===== src/rtl/car_state_encoder_if.sv =====
// Signal bundle between the driver push-buttons and the rear-light state encoder.
// The encoder sits on the slave side; whoever drives the keys uses the master side.
interface car_state_encoder_if;
    logic [3:0] key_n;
    logic [3:0] state_out;
    logic       state_chg;
    logic       press_err;
    logic [3:0] key_db;

    modport master (
        output key_n,
        input  state_out,
        input  state_chg,
        input  press_err,
        input  key_db
    );

    modport slave (
        input  key_n,
        output state_out,
        output state_chg,
        output press_err,
        output key_db
    );
endinterface


===== src/rtl/car_state_encoder.sv =====
// Drive-mode command encoder: synchronises and debounces four push-buttons, runs the
// five-state drive-mode FSM and emits the active-low state code for the rear lights.
module car_state_encoder #(
    parameter int unsigned DEBOUNCE     = 1_000_000,
    parameter int unsigned TURN_TIMEOUT = 500_000_000
) (
    input logic               clk,
    input logic               rst,
    car_state_encoder_if.slave bus
);

    localparam int unsigned CW         = (DEBOUNCE > 1) ? $clog2(DEBOUNCE) : 1;
    localparam logic [CW-1:0] CNT_MAX  = CW'(DEBOUNCE - 1);
    localparam bit          TIMEOUT_EN = (TURN_TIMEOUT != 0);
    localparam logic [28:0] TMO_MAX    = TIMEOUT_EN ? 29'(TURN_TIMEOUT - 1) : 29'd0;

    // The state register holds the output code directly, so state_out is a flop.
    typedef enum logic [3:0] {
        StStop  = 4'b1111,
        StGo    = 4'b1110,
        StLeft  = 4'b1101,
        StRight = 4'b1011,
        StBack  = 4'b0111
    } state_e;

    logic [3:0]    sync1_q;
    logic [3:0]    sync2_q;
    logic [CW-1:0] cnt_q [4];
    logic [3:0]    key_db_q;
    logic [3:0]    accept;
    logic [3:0]    press;

    state_e        state_q;
    state_e        state_d;
    state_e        press_state;
    logic [28:0]   tcnt_q;
    logic [28:0]   tcnt_d;
    logic          state_chg_q;
    logic          press_err_q;
    logic          press_err_d;
    logic          single_press;
    logic          in_turn;
    logic          timeout;

    always_ff @(posedge clk or posedge rst) begin
        if (rst) begin
            sync1_q <= 4'b1111;
            sync2_q <= 4'b1111;
        end else begin
            sync1_q <= bus.key_n;
            sync2_q <= sync1_q;
        end
    end

    always_comb begin
        accept = '0;
        press  = '0;
        for (int i = 0; i < 4; i++) begin
            accept[i] = (sync2_q[i] != key_db_q[i]) && (cnt_q[i] == CNT_MAX);
            press[i]  = accept[i] && !sync2_q[i];
        end
    end

    // Any sample matching the accepted level restarts the stability count.
    always_ff @(posedge clk or posedge rst) begin
        if (rst) begin
            key_db_q <= 4'b1111;
            for (int i = 0; i < 4; i++) begin
                cnt_q[i] <= '0;
            end
        end else begin
            for (int i = 0; i < 4; i++) begin
                if (sync2_q[i] == key_db_q[i]) begin
                    cnt_q[i] <= '0;
                end else if (accept[i]) begin
                    key_db_q[i] <= sync2_q[i];
                    cnt_q[i]    <= '0;
                end else begin
                    cnt_q[i] <= cnt_q[i] + CW'(1);
                end
            end
        end
    end

    always_comb begin
        press_state  = state_q;
        single_press = ($countones(press) == 1);
        press_err_d  = ($countones(press) > 1);

        if (single_press) begin
            case (state_q)
                StStop: begin
                    if (press[0])      press_state = StGo;
                    else if (press[3]) press_state = StBack;
                end
                StGo: begin
                    if (press[0])      press_state = StStop;
                    else if (press[1]) press_state = StLeft;
                    else if (press[2]) press_state = StRight;
                end
                StLeft: begin
                    if (press[1])      press_state = StGo;
                    else if (press[2]) press_state = StRight;
                    else if (press[0]) press_state = StStop;
                end
                StRight: begin
                    if (press[2])      press_state = StGo;
                    else if (press[1]) press_state = StLeft;
                    else if (press[0]) press_state = StStop;
                end
                StBack: begin
                    if (press[3])      press_state = StStop;
                end
                default: press_state = StStop;
            endcase
        end

        in_turn = (state_q == StLeft) || (state_q == StRight);
        timeout = TIMEOUT_EN && in_turn && (tcnt_q == TMO_MAX);

        // A press that actually moves the FSM beats the timeout; ignored or
        // conflicting presses leave the timeout free to fire.
        state_d = press_state;
        if ((press_state == state_q) && timeout) begin
            state_d = StGo;
        end

        if ((state_d != state_q) || !in_turn) begin
            tcnt_d = '0;
        end else begin
            tcnt_d = tcnt_q + 29'd1;
        end
    end

    always_ff @(posedge clk or posedge rst) begin
        if (rst) begin
            state_q     <= StStop;
            tcnt_q      <= '0;
            state_chg_q <= 1'b0;
            press_err_q <= 1'b0;
        end else begin
            state_q     <= state_d;
            tcnt_q      <= tcnt_d;
            state_chg_q <= (state_d != state_q);
            press_err_q <= press_err_d;
        end
    end

    assign bus.state_out = state_q;
    assign bus.state_chg = state_chg_q;
    assign bus.press_err = press_err_q;
    assign bus.key_db    = key_db_q;

endmodule


===== src/flat_wrapper.sv =====
// flat-port wrapper written by rule: the top's interface ports become plain ports
module car_state_encoder_flat 
#(
    parameter int unsigned DEBOUNCE     = 1_000_000,
    parameter int unsigned TURN_TIMEOUT = 500_000_000
)
  (clk, rst, bus_key_n, bus_state_out, bus_state_chg, bus_press_err, bus_key_db);
  car_state_encoder_if bus_i ();
  input logic clk;
  input logic rst;
  input wire logic [$bits(bus_i.key_n)-1:0] bus_key_n;
  output wire logic [$bits(bus_i.state_out)-1:0] bus_state_out;
  output wire logic [$bits(bus_i.state_chg)-1:0] bus_state_chg;
  output wire logic [$bits(bus_i.press_err)-1:0] bus_press_err;
  output wire logic [$bits(bus_i.key_db)-1:0] bus_key_db;
  assign bus_i.key_n = bus_key_n;
  assign bus_state_out = bus_i.state_out;
  assign bus_state_chg = bus_i.state_chg;
  assign bus_press_err = bus_i.press_err;
  assign bus_key_db = bus_i.key_db;
  car_state_encoder #(.DEBOUNCE(DEBOUNCE), .TURN_TIMEOUT(TURN_TIMEOUT)) u_core (.clk(clk), .rst(rst), .bus(bus_i));
endmodule

===== config.mk =====
export PLATFORM = sky130hd
export DESIGN_NAME = car_state_encoder_flat
export DESIGN_NICKNAME = d
export VERILOG_FILES = /design/src/rtl/car_state_encoder_if.sv /design/src/rtl/car_state_encoder.sv /design/src/flat_wrapper.sv
export SDC_FILE = /design/constraint.sdc
export NUM_CORES = 1
export LEC_CHECK = 0
export CORE_MARGIN = 4
export CORE_UTILIZATION = 42
export CTS_BUF_LIST = sky130_fd_sc_hd__clkbuf_8
export CTS_CLUSTER_SIZE = 28
export DETAILED_ROUTE_END_ITERATION = 8
export PLACE_DENSITY_LB_ADDON = 0.2
export SYNTH_ARGS = -nofsm -noshare
export SYNTH_HDL_FRONTEND = slang
export SYNTH_SLANG_ARGS = --single-unit

===== constraint.sdc =====
create_clock -name clk -period 7.4 [get_ports clk]
set_input_delay 1.48 -clock clk [delete_from_list [all_inputs] [get_ports clk]]
set_output_delay 1.48 -clock clk [all_outputs]
set_load 0.01 [all_outputs]

* Word level (Yosys, flattened, before mapping)
Cells that the tools add are included.
Widths: inputs -> output; s select.
** Word-level totals
- Bits in registers :: 127
- Bits of input ports :: 6
- Output and inout bits :: 10
- Logic and storage cells :: 92
** Operators by class
- Add/sub/neg operators :: 8
- Order comparisons :: 1
- Equality and inequality tests :: 21
- Muxes and demuxes :: 23
- Bitwise logic cells :: 4
- Reductions and logical operators :: 21
** Operator list (count)
- $mux 20 :: 8
- $add 20x1->20 const B :: 4
- $eq 20x20->1 const B :: 4
- $mux 4 :: 13
- $add 32x32->32 :: 1
- $eq 32x2->1 const B :: 1
- $gt 32x2->1 const B :: 1
- $add 29x1->29 const B :: 1
- $eq 29x29->1 const B :: 1
- $mux 29 :: 1
- $pmux 4 s5 :: 1
- $eq 4x4->1 const B :: 4
- $logic_and 1x1->1 :: 10
- $reduce_and 2->1 :: 4
- $logic_not 1->1 :: 5
- $add 1x1->2 :: 2
- $eq 1x1->1 :: 4
- $eq 4x3->1 const B :: 1
- $eq 4x4->1 :: 1
- $ne 1x1->1 :: 4
- $ne 4x4->1 :: 1
- $not 1->1 :: 4
- $logic_or 1x1->1 :: 2

* Depth between registers and ports, before layout
- Depth in word-level cells :: 14
- Gate-level depth with buffers :: 17

* Least setup slack after synthesis
Ideal clock, no wire load.
- Path type :: reg-to-reg
- From :: reg u_core.cnt_q[27] in the netlist's numbering
- To :: reg u_core.state_chg_q, in the netlist u_core.bus.state_chg
- Library setup time :: 0.139 ns
- Arrival time :: 4.322 ns
- Required time :: 7.261 ns
- Path slack :: 2.939 ns
- Cell stages (with the launch flop) :: 15
- Period minus slack after synthesis :: 4.461 ns
- Path through :: dfrtp_1 > or4b_1 > nor4b_2 > nand2_2 > inv_1 > ha_1 > ha_1 > fa_1 > nor3b_1 > nand2_1 > a21oi_1 > nand2_1 > a211oi_1 > o21ai_4 > or4b_1
** On the way
- Word-level cells in the longest chain between the ends :: 12
- Elaborated cells on any way between the ends :: 18
- Those cells by class :: add/sub (2); eq/ne (4); mux (9); reduce/logical (3)
** Ends and longest elaborated chain
- from (decl) :: RTL line car_state_encoder.sv:28 : logic [CW-1:0] cnt_q [4];
- from (signal, indexed assignment) :: RTL line car_state_encoder.sv:79 : cnt_q[i] <= cnt_q[i] + CW'(1);
- $eq 20x20->1 * :: RTL line car_state_encoder.sv:59 : accept[i] = (sync2_q[i] != key_db_q[i]) && (cnt_q[i] == CNT_MAX);
- $logic_and 1x1->1 * :: RTL line car_state_encoder.sv:59
- $logic_and 1x1->1 * :: RTL line car_state_encoder.sv:60 : press[i] = accept[i] && !sync2_q[i];
- parallel branches: the longest is 4 deep, another holds $add 32x32->32
- $mux 4 * :: RTL line car_state_encoder.sv:90 : if (single_press) begin
- $eq 4x4->1 :: RTL line car_state_encoder.sv:124 : if ((press_state == state_q) && timeout) begin
- $logic_and 1x1->1 :: RTL line car_state_encoder.sv:124
- $mux 4 * :: RTL line car_state_encoder.sv:124
- $ne 4x4->1 * :: RTL line car_state_encoder.sv:144 : state_chg_q <= (state_d != state_q);
- to (signal assigned) :: RTL line car_state_encoder.sv:144
- to (decl) :: RTL line car_state_encoder.sv:38 : logic state_chg_q;
Every way passes the cells marked *.
A chain may end at the register's enable or synchronous reset.

* Worst setup path in the final report
- From :: reg u_core.cnt_q[40] in the netlist's numbering
- To :: reg u_core.state_chg_q, in the netlist u_core.bus.state_chg
** On the way
- Word-level cells in the longest chain between the ends :: 11
- Elaborated cells on any way between the ends :: 17
- Those cells by class :: add/sub (2); eq/ne (4); mux (8); reduce/logical (3)
** Ends and longest elaborated chain
- $eq 20x20->1 * :: RTL line car_state_encoder.sv:59
- $logic_and 1x1->1 * :: RTL line car_state_encoder.sv:59
- $logic_and 1x1->1 * :: RTL line car_state_encoder.sv:60
- $add 1x1->2 (implied by the code) (tied with other cells) :: RTL line car_state_encoder.sv:87 : single_press = ($countones(press) == 1);
- $add 32x32->32 (implied by the code) (tied with other cells) :: RTL line car_state_encoder.sv:87
- $eq 32x2->1 / $pmux 4 s5 (equally long branches) :: RTL line car_state_encoder.sv:87, car_state_encoder.sv:91
- $mux 4 * :: RTL line car_state_encoder.sv:90
- $eq 4x4->1 :: RTL line car_state_encoder.sv:124
- $logic_and 1x1->1 :: RTL line car_state_encoder.sv:124
- $mux 4 * :: RTL line car_state_encoder.sv:124
- $ne 4x4->1 * :: RTL line car_state_encoder.sv:144
Every way passes the cells marked *; elsewhere a longest branch is shown, timed or not.

==> out/metrics.yaml <==
status: "completed"
viasPerCell: 5.43
grt_pass1_vias: 4761
ys.warnings.count: 0
fmax_mhz: 195
layout.nets: 703
cts.repair.resized: 0
synth_seq_cells: 127
cts_buffer_depth: 2
grt_util_all_layers_pct: 15.8
clock_sinks: 127
finalCritPeriodShare_pct: 69.4
postCtsHoldBufs: 0
setup_viol: 0
worst-path-max-fanout: 19
power_frac_comb_pct: 2.5
critPathLaunchType: "register"
synth-edff-count: 0
max_slew_margin_pct: 34.3
routed.top_layer: "met4"
slew_violations: 0
clock_latency_ns: 0.44
drtAntennaViolNets: 0
drive_gt1_share_pct: 9.69
met1_length_mm: 6.36
num_io_pins: 16
clkTransAtPathRegs_ns: 0.08
p_per_area_mw_per_mm2: 186
wl_per_cell_um: 14.8
htreeDepth: 4
hpwl_mm: 8.93
fp.dieH_um: 133
worst_hold_path.endpoint: "u_core.sync2_q[3]"
root_buffer: "clkbuf_8"
drv_cap: 0
avgSynthCellArea_sq_um: 9.76
rows: 45
place.gp.congestion: 0.901
max-vdd-ir-drop_v: 0.000160
overflow: 0
grt_max_degree: 72
synthesis.area_sq_mm: 0.00654
syn_nets: 684
worstPathArrival_ns: 5.43
core_sq_mm: 0.0152
tightest_slew_ns: 0.986
postSynthCellCount: 670
drc: 0
pwr-share-clk_pct: 44.7
synth_flop_cell: "dfrtp_1"
grt_setup_unrepaired: "false"
hold_depth: 0
power_frac_seq_pct: 52.8
yosysSeqAreaShare_pct: 48.9
r2r-start: "u_core.cnt_q[40]"
leakagePower_nw: 2.98
hp-class: "reg -> reg"
cts_tree: "done"
die_width_um: 133
path_class: "reg -> reg"
cts_buffers: 17
ys_types: 64
wirelength_mm: 13.2
drtIter0Drc: 241
p_sw_uw: 296
async_flop_share_pct: 100
start_util_pct: 43.0
synthToLayoutAreaGrowth_pct: 10.4
total_power_mw: 1.35
fin_skew_ns: 0.0135
place.port_buffers: 15
intPower_mw: 1.05
met2WireLength_mm: 6.04
fin_crit_ns: 5.14
hold_viol: 0
swShare_pct: 22.0
vias: 4835
first_pass_iters: 6
grt_pass1_wl_mm: 22.9
r2r_cells: 14
post-cts-setup-buffer-count: 0
fin_tns_setup_ns: 0
wl_met3_um: 641
r2r-end: "u_core.bus.state_chg"
fillers: 1405
worst_setup_path_end_kind: "register"
reg2reg_slack_ns: 2.26
hold_path.startpoint: "u_core.sync1_q[3]"
diodes: 0
required_ns: 7.69
die_area_sq_mm: 0.0176
antenna_found_initial: 0
-- area by class of cell --
cell class	instances	area [sq um]	share of cell area, %
clock inverter	10	95.1	1.32
sequential	127	3200	44.3
inverter	14	55.1	0.762
clock buffer	22	303	4.19
tap	188	235	3.26
timing repair buffer	16	158	2.18
multi-input combinational	513	3180	44.0
-- layout by cell type, fill, tap and decap left out, types with 16 or more instances in the layout --
cell type,count
inv_1,17
dfstp_2,16
and3_1,29
nand2_1,60
clkbuf_8,22
dfrtp_1,111
xor2_1,62
nor3_1,47
xnor2_1,36
nand4_1,17
nor2_1,100
nand3_1,46
-- power by group through the flow --
stage / Clock [mW] / Sequential, mW / Combinational, mW
3_5_place_dp: 0 / 0.723 / 0.0351
5_1_grt: 0.654 / 0.711 / 0.0396
4_1_cts: 0.616 / 0.711 / 0.0353
6_report: 0.601 / 0.711 / 0.0336
2_1_floorplan: 0 / 0.722 / 0.0237
3_3_place_gp: 0 / 0.723 / 0.0343
-- flip-flops by register name (all words and copies together), names as in the netlist --
register / count
u_core.sync2_q: 4
u_core.bus.key_db: 4
u_core.bus.state_chg: 1
u_core.bus.press_err: 1
u_core.bus.state_out: 4
u_core.cnt_q: 80
u_core.tcnt_q: 29
u_core.sync1_q: 4
-- critical path, stage by stage (launching register included) --
cell      delay (ns)
dfrtp_1         0.38
ha_1            0.21
and4_4          0.27
nand4_2         0.12
or4_1           0.72
xor2_1          0.23
ha_1            0.20
fa_1            0.45
nor3b_1         0.47
nand2_1         0.19
a21oi_1         0.20
nand2_1         0.11
a211oi_1        0.58
o21ai_4         0.27
or4b_1          0.57
-- metrics by stage --
step / area [sq um] / cells / util, % / worst slack, ns / hold WS (ns)
floorplan: 6540 / 670 / - / 2.56 / 0.345
global placement: 6830 / 858 / 44.9 / 2.46 / 0.346
detailed placement: 6830 / 858 / 44.9 / 2.32 / 0.347
CTS: 7220 / 890 / 47.5 / 2.30 / 0.355
global route: 7220 / 890 / 47.5 / 1.93 / 0.360
finish: 7220 / 890 / 47.5 / 2.26 / 0.353
-- Yosys cell counts (all sizes together) (2+ instances only) --
library cell,count,area share [%]
or4,2,0.23
nor2,100,5.7
nor3,47,3.6
clkbuf,7,0.40
o22ai,2,0.19
nand4,18,1.8
o41ai,2,0.27
nand3,47,3.7
and4,5,0.73
nor4b,5,0.99
or4b,4,0.61
o21ai,12,1.1
xor2,63,8.6
nor2b,2,0.19
nand2b,3,0.29
dfrtp,111,42
and3,31,3.1
and2,2,0.19
dfstp,16,6.4
a211oi,3,0.54
xnor2,36,4.8
a21oi,15,1.1
nand2,62,3.6
buf,9,1.3
or3,9,0.86
a31oi,2,0.19
nand4b,4,0.54
mux2,4,0.69
nor4,7,0.67
and3b,2,0.27
inv,14,0.80
ha,7,1.3
-- kinds of logic after synthesis --
group | count (synthesis) | share of synthesized area, %
flip-flops | 127 | 48.9
buffers and inverters | 30 | 2.51
adder cells (fa/ha/maj) | 8 | 1.64
XOR/XNOR | 99 | 13.4
AND/OR/NAND/NOR | 355 | 27.7
multiplexers | 4 | 0.689
AO/OA/AOI/OAI | 47 | 5.18
-- worst max-delay path by stage --
stage	start	endpoint	slack (ns)	cells after the start
finish	u_core.cnt_q[40]	u_core.bus.state_chg	2.26	14
global route	u_core.cnt_q[40]	u_core.bus.state_chg	1.93	14
CTS	u_core.cnt_q[40]	u_core.bus.state_chg	2.30	14
detailed placement	u_core.cnt_q[40]	u_core.bus.state_chg	2.32	14
global placement	u_core.cnt_q[40]	u_core.bus.state_chg	2.46	14
floorplan	rst	u_core.bus.press_err	2.56	1
-- routing by layer --
metal  up-vias  global-route usage [%]
met2        90                    24.3
met3        12                    5.32
met1      2366                    21.2
li1       2367                       -
met5         -                       0
met4         0                    4.56
(Power assumes the default switching activity.)
